--- src/rtl/lsu_ctrl_if.sv ---
// Core-side request/response and data-memory beat signals of the load/store unit.
// The slave modport is the LSU view; the master modport is the core and memory side.
interface lsu_ctrl_if #(
  parameter int unsigned AW    = 32,
  parameter int unsigned CNT_W = 16
);
  logic             lsu_req_valid;
  logic             lsu_req_ready;
  logic [2:0]       lsu_instr;
  logic [AW-1:0]    lsu_addr;
  logic [31:0]      lsu_wdata;
  logic             lsu_rsp_valid;
  logic [31:0]      lsu_rdata;
  logic [CNT_W-1:0] lsu_split_cnt;
  logic [AW-1:0]    mem_addr;
  logic             mem_R;
  logic             mem_W;
  logic [3:0]       mem_be;
  logic [31:0]      mem_wdata;
  logic [31:0]      mem_rdata;

  modport master (
    output lsu_req_valid, lsu_instr, lsu_addr, lsu_wdata, mem_rdata,
    input  lsu_req_ready, lsu_rsp_valid, lsu_rdata, lsu_split_cnt,
           mem_addr, mem_R, mem_W, mem_be, mem_wdata
  );

  modport slave (
    input  lsu_req_valid, lsu_instr, lsu_addr, lsu_wdata, mem_rdata,
    output lsu_req_ready, lsu_rsp_valid, lsu_rdata, lsu_split_cnt,
           mem_addr, mem_R, mem_W, mem_be, mem_wdata
  );
endinterface

--- src/rtl/lsu_ctrl.sv ---
// Load/store initiator: issues word-aligned byte-enabled beats, splitting accesses
// that cross a word boundary, and returns sign/zero-extended load data.
module lsu_ctrl #(
  parameter int unsigned AW    = 32,
  parameter int unsigned CNT_W = 16
) (
  input logic       lsu_clk,
  input logic       lsu_rst_n,
  lsu_ctrl_if.slave bus
);

  typedef enum logic [2:0] {IDLE, BEAT0, BEAT1, RDWAIT, RESP} state_t;
  typedef enum logic [2:0] {I_LW, I_LB, I_LBU, I_LH, I_LHU, I_SW, I_SB, I_SH} instr_t;

  state_t           state, state_nxt;
  instr_t           instr_q;
  logic [AW-1:0]    addr_q;
  logic [31:0]      wdata_q;
  logic [31:0]      lo_q;
  logic [31:0]      rdata_q;
  logic [CNT_W-1:0] cnt_q;

  function automatic logic [2:0] acc_size(input instr_t i);
    case (i)
      I_LW, I_SW:        acc_size = 3'd4;
      I_LH, I_LHU, I_SH: acc_size = 3'd2;
      default:           acc_size = 3'd1;
    endcase
  endfunction

  function automatic logic crosses(input instr_t i, input logic [1:0] o);
    crosses = ({2'b00, o} + {1'b0, acc_size(i)}) > 4'd4;
  endfunction

  logic          accept;
  logic [1:0]    o_q;
  logic          split_q;
  logic          load_q;
  logic [3:0]    mask;
  logic [7:0]    be_wide;
  logic [63:0]   wd_wide;
  logic [AW-1:0] w0_addr;
  logic [63:0]   rd_pair;
  logic [31:0]   rd_shift;
  logic [31:0]   rd_ext;

  assign accept  = bus.lsu_req_valid && (state == IDLE);
  assign o_q     = addr_q[1:0];
  assign split_q = crosses(instr_q, o_q);
  assign load_q  = (instr_q <= I_LHU);
  assign w0_addr = {addr_q[AW-1:2], 2'b00};

  // Shifting a double-width vector gives both beats at once: the low half is
  // beat0's lanes, the high half is what spills into the next word.
  always_comb begin
    case (acc_size(instr_q))
      3'd4:    mask = 4'hF;
      3'd2:    mask = 4'h3;
      default: mask = 4'h1;
    endcase
    be_wide = {4'b0000, mask} << o_q;
    wd_wide = {32'h0, wdata_q} << {o_q, 3'b000};
  end

  always_comb begin
    rd_pair  = split_q ? {bus.mem_rdata, lo_q} : {32'h0, bus.mem_rdata};
    rd_shift = 32'(rd_pair >> {o_q, 3'b000});
    case (instr_q)
      I_LB:    rd_ext = {{24{rd_shift[7]}}, rd_shift[7:0]};
      I_LBU:   rd_ext = {24'h0, rd_shift[7:0]};
      I_LH:    rd_ext = {{16{rd_shift[15]}}, rd_shift[15:0]};
      I_LHU:   rd_ext = {16'h0, rd_shift[15:0]};
      default: rd_ext = rd_shift;
    endcase
  end

  always_ff @(posedge lsu_clk) begin
    if (!lsu_rst_n) begin
      state   <= IDLE;
      instr_q <= I_LW;
      addr_q  <= '0;
      wdata_q <= '0;
      lo_q    <= '0;
      rdata_q <= '0;
      cnt_q   <= '0;
    end else begin
      state <= state_nxt;
      if (accept) begin
        instr_q <= instr_t'(bus.lsu_instr);
        addr_q  <= bus.lsu_addr;
        wdata_q <= bus.lsu_wdata;
        if (crosses(instr_t'(bus.lsu_instr), bus.lsu_addr[1:0]) && (cnt_q != '1))
          cnt_q <= cnt_q + CNT_W'(1);
      end
      if (state == BEAT1)
        lo_q <= bus.mem_rdata;
      if (state == RDWAIT)
        rdata_q <= rd_ext;
      else if ((state_nxt == RESP) && !load_q)
        rdata_q <= '0;
    end
  end

  always_comb begin
    state_nxt = state;
    case (state)
      IDLE:    if (bus.lsu_req_valid) state_nxt = BEAT0;
      BEAT0:   state_nxt = split_q ? BEAT1 : (load_q ? RDWAIT : RESP);
      BEAT1:   state_nxt = load_q ? RDWAIT : RESP;
      RDWAIT:  state_nxt = RESP;
      RESP:    state_nxt = IDLE;
      default: state_nxt = IDLE;
    endcase
  end

  always_comb begin
    bus.lsu_req_ready = (state == IDLE);
    bus.lsu_rsp_valid = (state == RESP);
    bus.lsu_rdata     = rdata_q;
    bus.lsu_split_cnt = cnt_q;
    bus.mem_addr      = '0;
    bus.mem_R         = 1'b0;
    bus.mem_W         = 1'b0;
    bus.mem_be        = '0;
    bus.mem_wdata     = '0;
    case (state)
      BEAT0: begin
        bus.mem_addr  = w0_addr;
        bus.mem_R     = load_q;
        bus.mem_W     = !load_q;
        bus.mem_be    = be_wide[3:0];
        bus.mem_wdata = wd_wide[31:0];
      end
      BEAT1: begin
        bus.mem_addr  = w0_addr + AW'(4);
        bus.mem_R     = load_q;
        bus.mem_W     = !load_q;
        bus.mem_be    = be_wide[7:4];
        bus.mem_wdata = wd_wide[63:32];
      end
      default: ;
    endcase
  end

endmodule

--- src/flat_wrapper.sv ---
// flat-port wrapper written by rule: the top's interface ports become plain ports
module lsu_ctrl_flat 
#(
  parameter int unsigned AW    = 32,
  parameter int unsigned CNT_W = 16
)
  (lsu_clk, lsu_rst_n, bus_lsu_req_valid, bus_lsu_instr, bus_lsu_addr, bus_lsu_wdata, bus_mem_rdata, bus_lsu_req_ready, bus_lsu_rsp_valid, bus_lsu_rdata, bus_lsu_split_cnt, bus_mem_addr, bus_mem_R, bus_mem_W, bus_mem_be, bus_mem_wdata);
  lsu_ctrl_if #(.AW(AW), .CNT_W(CNT_W)) bus_i ();
  input logic lsu_clk;
  input logic lsu_rst_n;
  input wire logic [$bits(bus_i.lsu_req_valid)-1:0] bus_lsu_req_valid;
  input wire logic [$bits(bus_i.lsu_instr)-1:0] bus_lsu_instr;
  input wire logic [$bits(bus_i.lsu_addr)-1:0] bus_lsu_addr;
  input wire logic [$bits(bus_i.lsu_wdata)-1:0] bus_lsu_wdata;
  input wire logic [$bits(bus_i.mem_rdata)-1:0] bus_mem_rdata;
  output wire logic [$bits(bus_i.lsu_req_ready)-1:0] bus_lsu_req_ready;
  output wire logic [$bits(bus_i.lsu_rsp_valid)-1:0] bus_lsu_rsp_valid;
  output wire logic [$bits(bus_i.lsu_rdata)-1:0] bus_lsu_rdata;
  output wire logic [$bits(bus_i.lsu_split_cnt)-1:0] bus_lsu_split_cnt;
  output wire logic [$bits(bus_i.mem_addr)-1:0] bus_mem_addr;
  output wire logic [$bits(bus_i.mem_R)-1:0] bus_mem_R;
  output wire logic [$bits(bus_i.mem_W)-1:0] bus_mem_W;
  output wire logic [$bits(bus_i.mem_be)-1:0] bus_mem_be;
  output wire logic [$bits(bus_i.mem_wdata)-1:0] bus_mem_wdata;
  assign bus_i.lsu_req_valid = bus_lsu_req_valid;
  assign bus_i.lsu_instr = bus_lsu_instr;
  assign bus_i.lsu_addr = bus_lsu_addr;
  assign bus_i.lsu_wdata = bus_lsu_wdata;
  assign bus_i.mem_rdata = bus_mem_rdata;
  assign bus_lsu_req_ready = bus_i.lsu_req_ready;
  assign bus_lsu_rsp_valid = bus_i.lsu_rsp_valid;
  assign bus_lsu_rdata = bus_i.lsu_rdata;
  assign bus_lsu_split_cnt = bus_i.lsu_split_cnt;
  assign bus_mem_addr = bus_i.mem_addr;
  assign bus_mem_R = bus_i.mem_R;
  assign bus_mem_W = bus_i.mem_W;
  assign bus_mem_be = bus_i.mem_be;
  assign bus_mem_wdata = bus_i.mem_wdata;
  lsu_ctrl #(.AW(AW), .CNT_W(CNT_W)) u_core (.lsu_clk(lsu_clk), .lsu_rst_n(lsu_rst_n), .bus(bus_i));
endmodule
--- config.mk ---
export PLATFORM = sky130hd
export DESIGN_NAME = lsu_ctrl_flat
export DESIGN_NICKNAME = d
export VERILOG_FILES = /design/src/rtl/lsu_ctrl_if.sv /design/src/rtl/lsu_ctrl.sv /design/src/flat_wrapper.sv
export SDC_FILE = /design/constraint.sdc
export NUM_CORES = 1
export LEC_CHECK = 0
export BUFFER_PORTS_ARGS = -buffer_cell sky130_fd_sc_hd__buf_2
export CORE_MARGIN = 2
export CORE_UTILIZATION = 23
export DETAILED_ROUTE_END_ITERATION = 10
export HOLD_SLACK_MARGIN = 0.05
export PLACE_DENSITY = 0.45
export SLEW_MARGIN = 30
export SYNTH_ARGS = -nofsm -noshare
export SYNTH_HDL_FRONTEND = slang
export SYNTH_SLANG_ARGS = --single-unit
--- constraint.sdc ---
create_clock -name lsu_clk -period 3.83 [get_ports lsu_clk]
set_input_delay 0.9575 -clock lsu_clk [delete_from_list [all_inputs] [get_ports lsu_clk]]
set_output_delay 0.9575 -clock lsu_clk [all_outputs]
set_load 0.005 [all_outputs]
* Word level (Yosys, flattened, before mapping) *
Index checks and enable logic that the tools add are counted.

operators by class
  shift-type cells = 3
  add/sub/neg operators = 4
  multiplexer cells = 18
  reductions and logical operators = 14
  magnitude comparators = 3
  equality and inequality tests = 18

operators with widths
  cell                                                number
  case mux 32 bit (2 select lines)                    2
  case mux 32 bit (4 select lines)                    1
  2-to-1 mux 32 bit                                   2
  2-to-1 mux 64 bit                                   1
  left shift 32 x 5 -> 64 bit                         1
  >> shifter 64 x 5 -> 32 bit                         1
  adder 32 x 3 -> 32 bit, second input constant       1
  == test 3 bit, second input constant                9
  == test 3 x 2 -> 1 bit, second input constant       6
  adder 16 x 1 -> 16 bit, second input constant       1
  inequality test 16 bit, second input constant       1
  case mux 4 bit (2 select lines)                     2
  2-to-1 mux 3 bit                                    5
  case mux 3 bit (2 select lines)                     2
  case mux 3 bit (4 select lines)                     1
  logical NOT 3 bit                                   3
  adder 2 x 3 -> 4 bit                                2
  > comparator 4 x 3 -> 1 bit, second input constant  2
  left shift 4 x 2 -> 8 bit                           1
  == test 3 x 1 -> 1 bit, second input constant       2
  OR reduction 2 bit                                  3
  OR reduction 3 bit                                  2
  <= comparator 3 bit, second input constant          1
  logical AND 1 bit                                   3
  4 further kinds                                     5

storage, ports and cells
  input port bits = 102
  word-level logic and storage cells = 67
  output and inout port bits = 120
  register bits after elaboration = 150

* Logic depth before layout (Yosys ltp) *
Gate-level depths: netlist of the first run.

  word-level depth = 11
  gate-level depth with buffers = 16
  depth with buffers taken out = 13

* Least setup slack after synthesis of the first run *
No wires, ideal clock.

  path kind = input -> register
  start point = input port bus_lsu_instr[2]
  end point = register u_core.cnt_q[5], in the netlist u_core.bus.lsu_split_cnt[5]
  stages = 12
  arrival time = 3.504 ns
  slack = 0.256 ns
  setup time = 0.070 ns
  data required time = 3.760 ns
  path buffers = 0
  path through = xor2_1 -> nor2_1 -> nor2_1 -> ha_1 -> inv_1 -> fa_1 -> nor2b_1 -> or4_4 -> a31oi_4 -> o31ai_2 -> or4_1 -> a21boi_1

on the way
  cells in the longest elaborated chain, start to end = 9

RTL lines
  what                                                             RTL line            RTL
  start: declaration                                               flat_wrapper.sv:12  input wire logic [$bits(bus_i.lsu_instr)-1:0] bus_lsu_instr;
  == test 3 x 2 -> 1 bit (tied with other cells)                   lsu_ctrl.sv:24      case (i)
  OR reduction 3 bit / OR reduction 2 bit (equally long branches)  lsu_ctrl.sv:24
  case mux 3 bit (2 select lines) (*)                              lsu_ctrl.sv:24
  2-to-1 mux 3 bit (*)                                             lsu_ctrl.sv:88      if (accept) begin
  2-to-1 mux 3 bit (*)                                             lsu_ctrl.sv:78      if (!lsu_rst_n) begin
  adder 2 x 3 -> 4 bit (*)                                         lsu_ctrl.sv:32      crosses = ({2'b00, o} + {1'b0, acc_size(i)}) > 4'd4;
  > comparator 4 x 3 -> 1 bit (*)                                  lsu_ctrl.sv:32
  logical AND 1 bit (*)                                            lsu_ctrl.sv:92      if (crosses(instr_t'(bus.lsu_instr), bus.lsu_addr[1:0]) && (cnt_q != '1))
  AND reduction 2 bit (no line) (*)                                -
  end signal: assignment                                           lsu_ctrl.sv:93      cnt_q <= cnt_q + CNT_W'(1);
  end: declaration                                                 lsu_ctrl.sv:21      logic [CNT_W-1:0] cnt_q;

Every way passes the cells marked *; elsewhere a longest branch is shown, timed or not. The select of a mux whose other input is x is not followed.
A chain may end at the register's enable or synchronous reset.

* Final worst setup path of the first run *
  start point = register u_core.instr_q[1]
  end point = register u_core.rdata_q[19], in the netlist u_core.bus.lsu_rdata[19]

on the way
  cells in the longest elaborated chain, start to end = 10

RTL lines
  what                                                                           RTL line        RTL
  start: declaration                                                             lsu_ctrl.sv:16  instr_t instr_q;
  start signal: assignment                                                       lsu_ctrl.sv:89  instr_q <= instr_t'(bus.lsu_instr);
  parallel branches: the longest is 10 deep, another holds adder 2 x 3 -> 4 bit  -
  end signal: assignment                                                         lsu_ctrl.sv:98  rdata_q <= rd_ext;
  end: declaration                                                               lsu_ctrl.sv:20  logic [31:0] rdata_q;

Parallel ways; which one is timed is not known.

==> results of run 1 <==
==> final timing paths <==
path | cells after the start | slack (ns) | from | endpoint
worst max-delay path | 14 | 0.24 | u_core.instr_q[1] | u_core.bus.lsu_rdata[19]
worst min-delay path | 2 | 0.44 | u_core.bus.lsu_rdata[2] | u_core.bus.lsu_rdata[2]
worst max register to register | 14 | 0.24 | u_core.instr_q[1] | u_core.bus.lsu_rdata[19]
worst min register to register | 2 | 0.44 | u_core.bus.lsu_rdata[2] | u_core.bus.lsu_rdata[2]
==> kinds of logic after synthesis <==
logic type / share of synthesized area, %
AOI/OAI and AO/OA: 23.89
xor gates and xnor gates: 1.802
adders and majority gates: 1.529
buffers and inverters: 4.887
DFF: 32.76
muxes: 12.90
other: 0.04091
and+or+nand+nor: 22.20
==> critical path: cells and delay by family (launching register included) <==
kind / cells / cell delay [ns]
AOI/OAI and AO/OA: 3 / 0.64
adders and majority gates: 3 / 0.86
DFF: 1 / 0.34
and+or+nand+nor: 2 / 0.28
muxes: 2 / 0.87
buffers and inverters: 4 / 0.50
==> layout by cell type (no fill, tap or decap), types with 17 or more instances in the layout <==
cell,instances
nand4_1,19
buf_4,30
buf_2,218
dfxtp_1,146
o21ai_0,84
nor2_1,36
mux2i_1,65
a21boi_0,100
and3_1,23
nand2_1,312
clkbuf_16,19
mux4_2,17
a21oi_1,23
==> timing repair <==
action	4_1_cts	5_1_grt
setup buffers	0	2
endpoints found under the setup margin	0	16
resized for setup	0	6
==> registers in the layout, indices dropped and copies added (netlist names) <==
name                      flops
u_core.addr_q                32
u_core.bus.lsu_rdata         32
u_core.lo_q                  32
u_core.wdata_q               32
u_core.bus.lsu_split_cnt     16
u_core.instr_q                3
u_core.state                  3
==> routing by layer <==
layer	GRT usage, %	vias to the layer above
met5	0	-
met4	3.858	4
li1	-	4505
met1	21.70	4470
met2	26.53	271
met3	3.595	22
==> metrics by stage <==
step / worst slack [ns] / total power (W) / cells / hold slack [ns]
6_report: 0.2371 / 0.006331 / 1886 / 0.4400
5_1_grt: 0.005504 / 0.006745 / 1886 / 0.4625
4_1_cts: 0.1127 / 0.006301 / 1882 / 0.4469
3_5_place_dp: 0.05729 / 0.004410 / 1850 / 0.4371
3_3_place_gp: 0.1371 / 0.004383 / 1850 / 0.4384
2_1_floorplan: 0.2565 / 0.003588 / 1164 / 0.4410
==> final cells by class <==
cell class                      instances  area share (%)
Sequential cell                       150           26.04
Tap cell                              525           5.683
Timing Repair Buffer                  254           12.51
Clock inverter                         15           1.754
Multi-Input combinational cell        913           49.94
Inverter                               12          0.3897
Clock buffer                           17           3.680
==> power by group <==
group | internal, W | switching (W)
clock | 0.00110 | 0.000764
sequential | 0.00175 | 0.000223
combinational | 0.00105 | 0.00145
total | 0.00390 | 0.00243
==> flow_summary.ini, run 1 <==
[layout]
area_growth_pct = 26.10
fill_cells = 4356
multi_input_area_um2 = 5772
diodes = 0
fin_util_pct = 29.23
seq_area_um2 = 3010
fin_nets = 1460
drive_above_1_share_pct = 24.91
stdcell_area_um2 = 11560

[sta]
max_freq_ghz = 0.2783
hold_viol_final = 0
rsz0062_at_grt = false
slew_headroom_pct = 36.80
tightest_slew_ns = 0.9446
slew_viol_final = 0
fin_tns_setup_ns = 0
setup_viol = 0
fin_skew_ns = 0.01133
fin_crit_ns = 3.593
period_share_pct = 93.81

[floorplan]
die_y_um = 203.6
fp.dieArea_um2 = 41470
core_um2 = 39550
io_pins = 222
die_w_um = 203.6
start_util_pct = 23.18
rows = 73

[pwr]
power.leakage_nw = 4.765
power.density_nw_per_um2 = 547.8
ir_worst_vdd_mv = 0.3829

[critical_path]
crit_slowest_cell = mux4_2
cp.arrival_ns = 3.93
cp_cell_sequence = buf_4 > inv_1 > and2_1 > inv_1 > ha_1 > ha_1 > fa_1 > nor2_1 > o21ai_0 > mux2i_4 > buf_12 > mux4_2 > a211o_1 > a22o_1
cp.required_ns = 4.17
critPathLaunchType = register
cp_max_fo = 11
path_class = reg -> reg
cp-end-kind = register
cpPeakStageDelay_ns = 0.54

[global_routing]
grt_pass1_wl_mm = 51.89
grt_pass1_vias = 8841
overflow = 0
grt_max_degree = 69
antenna_found_initial = 2
grt_util_all_layers_pct = 16.24

[clock_tree]
clk-insertion-delay-late_ns = 0.45
cts_buffer_depth = 2
clock_sinks = 150
htree_levels = 4
cts_tree = done
cts_buffers = 17
holdBufCountCts = 0
path_clk_slew_ns = 0.07
clock-root-buffer = clkbuf_16

[routing]
viasPerCell = 4.916
drt_iter0_markers = 531
wl_met2_mm = 15.75
ant_nets = 0
drc_errors = 0
drt_wl_total_mm = 34.09
first_pass_iters = 5
wl_per_cell_um = 18.08
met1_length_mm = 15.98
dr_total_vias = 9272
top_layer = met5
route.met3.wl_mm = 1.945

[yosys]
avgSynthCellArea_um2 = 7.882
yosysSeqAreaShare_pct = 32.76
syn-instance-count = 1163
synth_top_cell_by_area = dfxtp_1
yosysMostFrequentCell = nand2_1
yosys-top-cells-count = nand2_1, dfxtp_1, a21boi_0
synth_cell_types = 63
yosysTopAreaCellShare_pct = 32.76
synthArstFlopShare_pct = 0
ys.flop_type = dfxtp_1
synth-edff-count = 0
ys_warn_count = 0
synthTopCellsByArea = dfxtp_1, nand2_1, a21boi_0
ys_ff_latch = 150
netlist_area_um2 = 9166

[status]
run_status = complete, no violations

[job]
maxCapViolCount = 0

[min_path]
min_path_type = reg -> reg

[placed_design]
post_dp_cell_area_um2 = 10840
portBuffers = 219
hpwl_mm = 24.30
routabilityCongestion = 0.8567
(Power assumes the default switching activity.)
==> run 2: changes to the inputs <==
--- a/config.mk
+++ b/config.mk
@@ -11,6 +11,7 @@
 export DETAILED_ROUTE_END_ITERATION = 10
 export HOLD_SLACK_MARGIN = 0.05
 export PLACE_DENSITY = 0.45
+export REMOVE_ABC_BUFFERS = 1
 export SLEW_MARGIN = 30
 export SYNTH_ARGS = -nofsm -noshare
 export SYNTH_HDL_FRONTEND = slang
==> run 2 against run 1 <==
Flip-flop and latch count unchanged. Die area unchanged. Largest power group unchanged. Clock-buffer cell count increased by 7. Critical endpoint is now u_core.bus.lsu_rdata[18]. Critical path depth decreased by 1.
==> flow_summary.ini, run 2 (synthesis gave the netlist of run 1 again) <==
[status]
run_status = complete, no violations

[routing]
drc_errors = 0
dr_total_vias = 9081
ant_nets = 0
drt_wl_total_mm = 33.19
wl_per_cell_um = 17.63
viasPerCell = 4.825
drt_iter0_markers = 445
first_pass_iters = 7

[min_path]
min_to = u_core.bus.lsu_rdata[6]
hp-start = u_core.bus.lsu_rdata[6]
hold_depth = 2
min_path_type = reg -> reg

[global_routing]
grt_pass1_wl_mm = 51.49
grt_util_all_layers_pct = 15.99
overflow = 0
antenna_found_initial = 0
grt_pass1_vias = 8851
grt_max_degree = 73

[clock_tree]
htree_levels = 4
cts_buffer_depth = 2
path_clk_slew_ns = 0.06
cts_setup_buffers = 0
clock-root-buffer = clkbuf_16
clk-insertion-delay-late_ns = 0.44
holdBufCountCts = 0
cts_tree = done
cts_buffers = 17
clock_sinks = 150

[placed_design]
routabilityCongestion = 0.7969
numPlacedInstances = 1851
hpwl_mm = 23.24
portBuffers = 219

[layout]
multi_input_area_um2 = 5761
diodes = 0
drive_above_1_share_pct = 24.47
area_growth_pct = 25.59
fin_util_pct = 29.11
fin_nets = 1457
layout.cells.non_filler = 1882
fill_cells = 4276
mostFrequentLayoutCell = nand2_1
seq_area_um2 = 3013
layout_common_cells = nand2_1, buf_2, dfxtp_1

[floorplan]
start_util_pct = 23.18
rows = 73
die_y_um = 203.6
fp.dieArea_um2 = 41470
io_pins = 222
die_w_um = 203.6
core_um2 = 39550

[sta]
slew_viol_final = 0
slew_headroom_pct = 42.59
fin_tns_setup_ns = 0
hold_viol_final = 0
fin_crit_ns = 3.678
rsz0062_at_grt = false
fin_skew_ns = 0.009750
setup_viol = 0
period_share_pct = 96.02
max_freq_ghz = 0.2719
tightest_slew_ns = 0.8554

[pwr]
power.density_nw_per_um2 = 549.0
power.leakage_nw = 4.739
total_power_w = 0.006320
ir_worst_vdd_mv = 0.3079

[critical_path]
rr_worst_depth = 13
cp.required_ns = 4.15
critPathLaunch = u_core.instr_q[2]
r2r_setup_slack_ns = 0.15
critPathLaunchType = register
cp-end-kind = register
reg2reg_from = u_core.instr_q[2]
path_class = reg -> reg
cp_max_fo = 20
cp.arrival_ns = 4.00
reg2reg_to = u_core.bus.lsu_rdata[18]

[job]
maxCapViolCount = 0
-- run 2: final cells by class --
class / instances / share of cell area, %
clock buffers: 24 / 4.543
clock inverters: 7 / 1.196
inverters: 12 / 0.3913
multi-input cells: 913 / 50.04
flip-flops and latches: 150 / 26.17
well taps: 525 / 5.706
repair buffers: 251 / 11.96
-- run 2: metrics by stage --
| stage | area [um^2] | hold slack (ns) | worst slack [ns] |
|---|---|---|---|
| floorplan | 8767 | 0.4409 | -3.880 |
| global placement | 10840 | 0.4415 | 0.1715 |
| detailed placement | 10840 | 0.4382 | 0.05829 |
| CTS | 11500 | 0.4468 | 0.04154 |
| global route | 11510 | 0.4686 | 0.01962 |
| finish | 11510 | 0.4514 | 0.1525 |
-- run 2: metal layers --
layer  track usage (%)  wire length, um  vias to the layer above
met5                 0                0                        -
met4             4.458              447                        0
met3             3.739             2201                       23
met2             25.24            14810                      291
met1             21.71            15720                     4287
li1                  -                -                     4480
-- run 2: worst max-delay path, stage by stage (launching register included) --
cell and delay (ns):
dfxtp_1 0.43, xnor2_2 0.16, and2_1 0.20, inv_1 0.06, ha_1 0.19, ha_1 0.21
fa_1 0.45, nor2_1 0.13, o21ai_0 0.17, mux2i_4 0.29, buf_12 0.22, mux4_2 0.54
a211o_1 0.31, a22o_1 0.19
-- run 2: worst max-delay path by stage --
| stage | endpoint | slack [ns] | depth (start not counted) |
|---|---|---|---|
| 2_1_floorplan | u_core.bus.lsu_rdata[24] | -3.88 | 7 |
| 3_3_place_gp | u_core.bus.lsu_split_cnt[13] | 0.17 | 13 |
| 3_5_place_dp | u_core.bus.lsu_rdata[19] | 0.06 | 13 |
| 4_1_cts | u_core.bus.lsu_rdata[18] | 0.04 | 13 |
| 5_1_grt | u_core.bus.lsu_rdata[18] | 0.02 | 13 |
| 6_report | u_core.bus.lsu_rdata[18] | 0.15 | 13 |
-- run 2: timing repair --
item,CTS,global route
endpoints found under the hold margin,0,0
setup endpoints to repair,0,27
gates resized for setup,0,4
-- run 2: where the power goes --
| group | switching, W | total, W | internal (W) |
|---|---|---|---|
| Combinational | 0.00144 | 0.00242 | 0.000985 |
| Sequential | 0.000212 | 0.00197 | 0.00176 |
| Clock | 0.000718 | 0.00193 | 0.00121 |
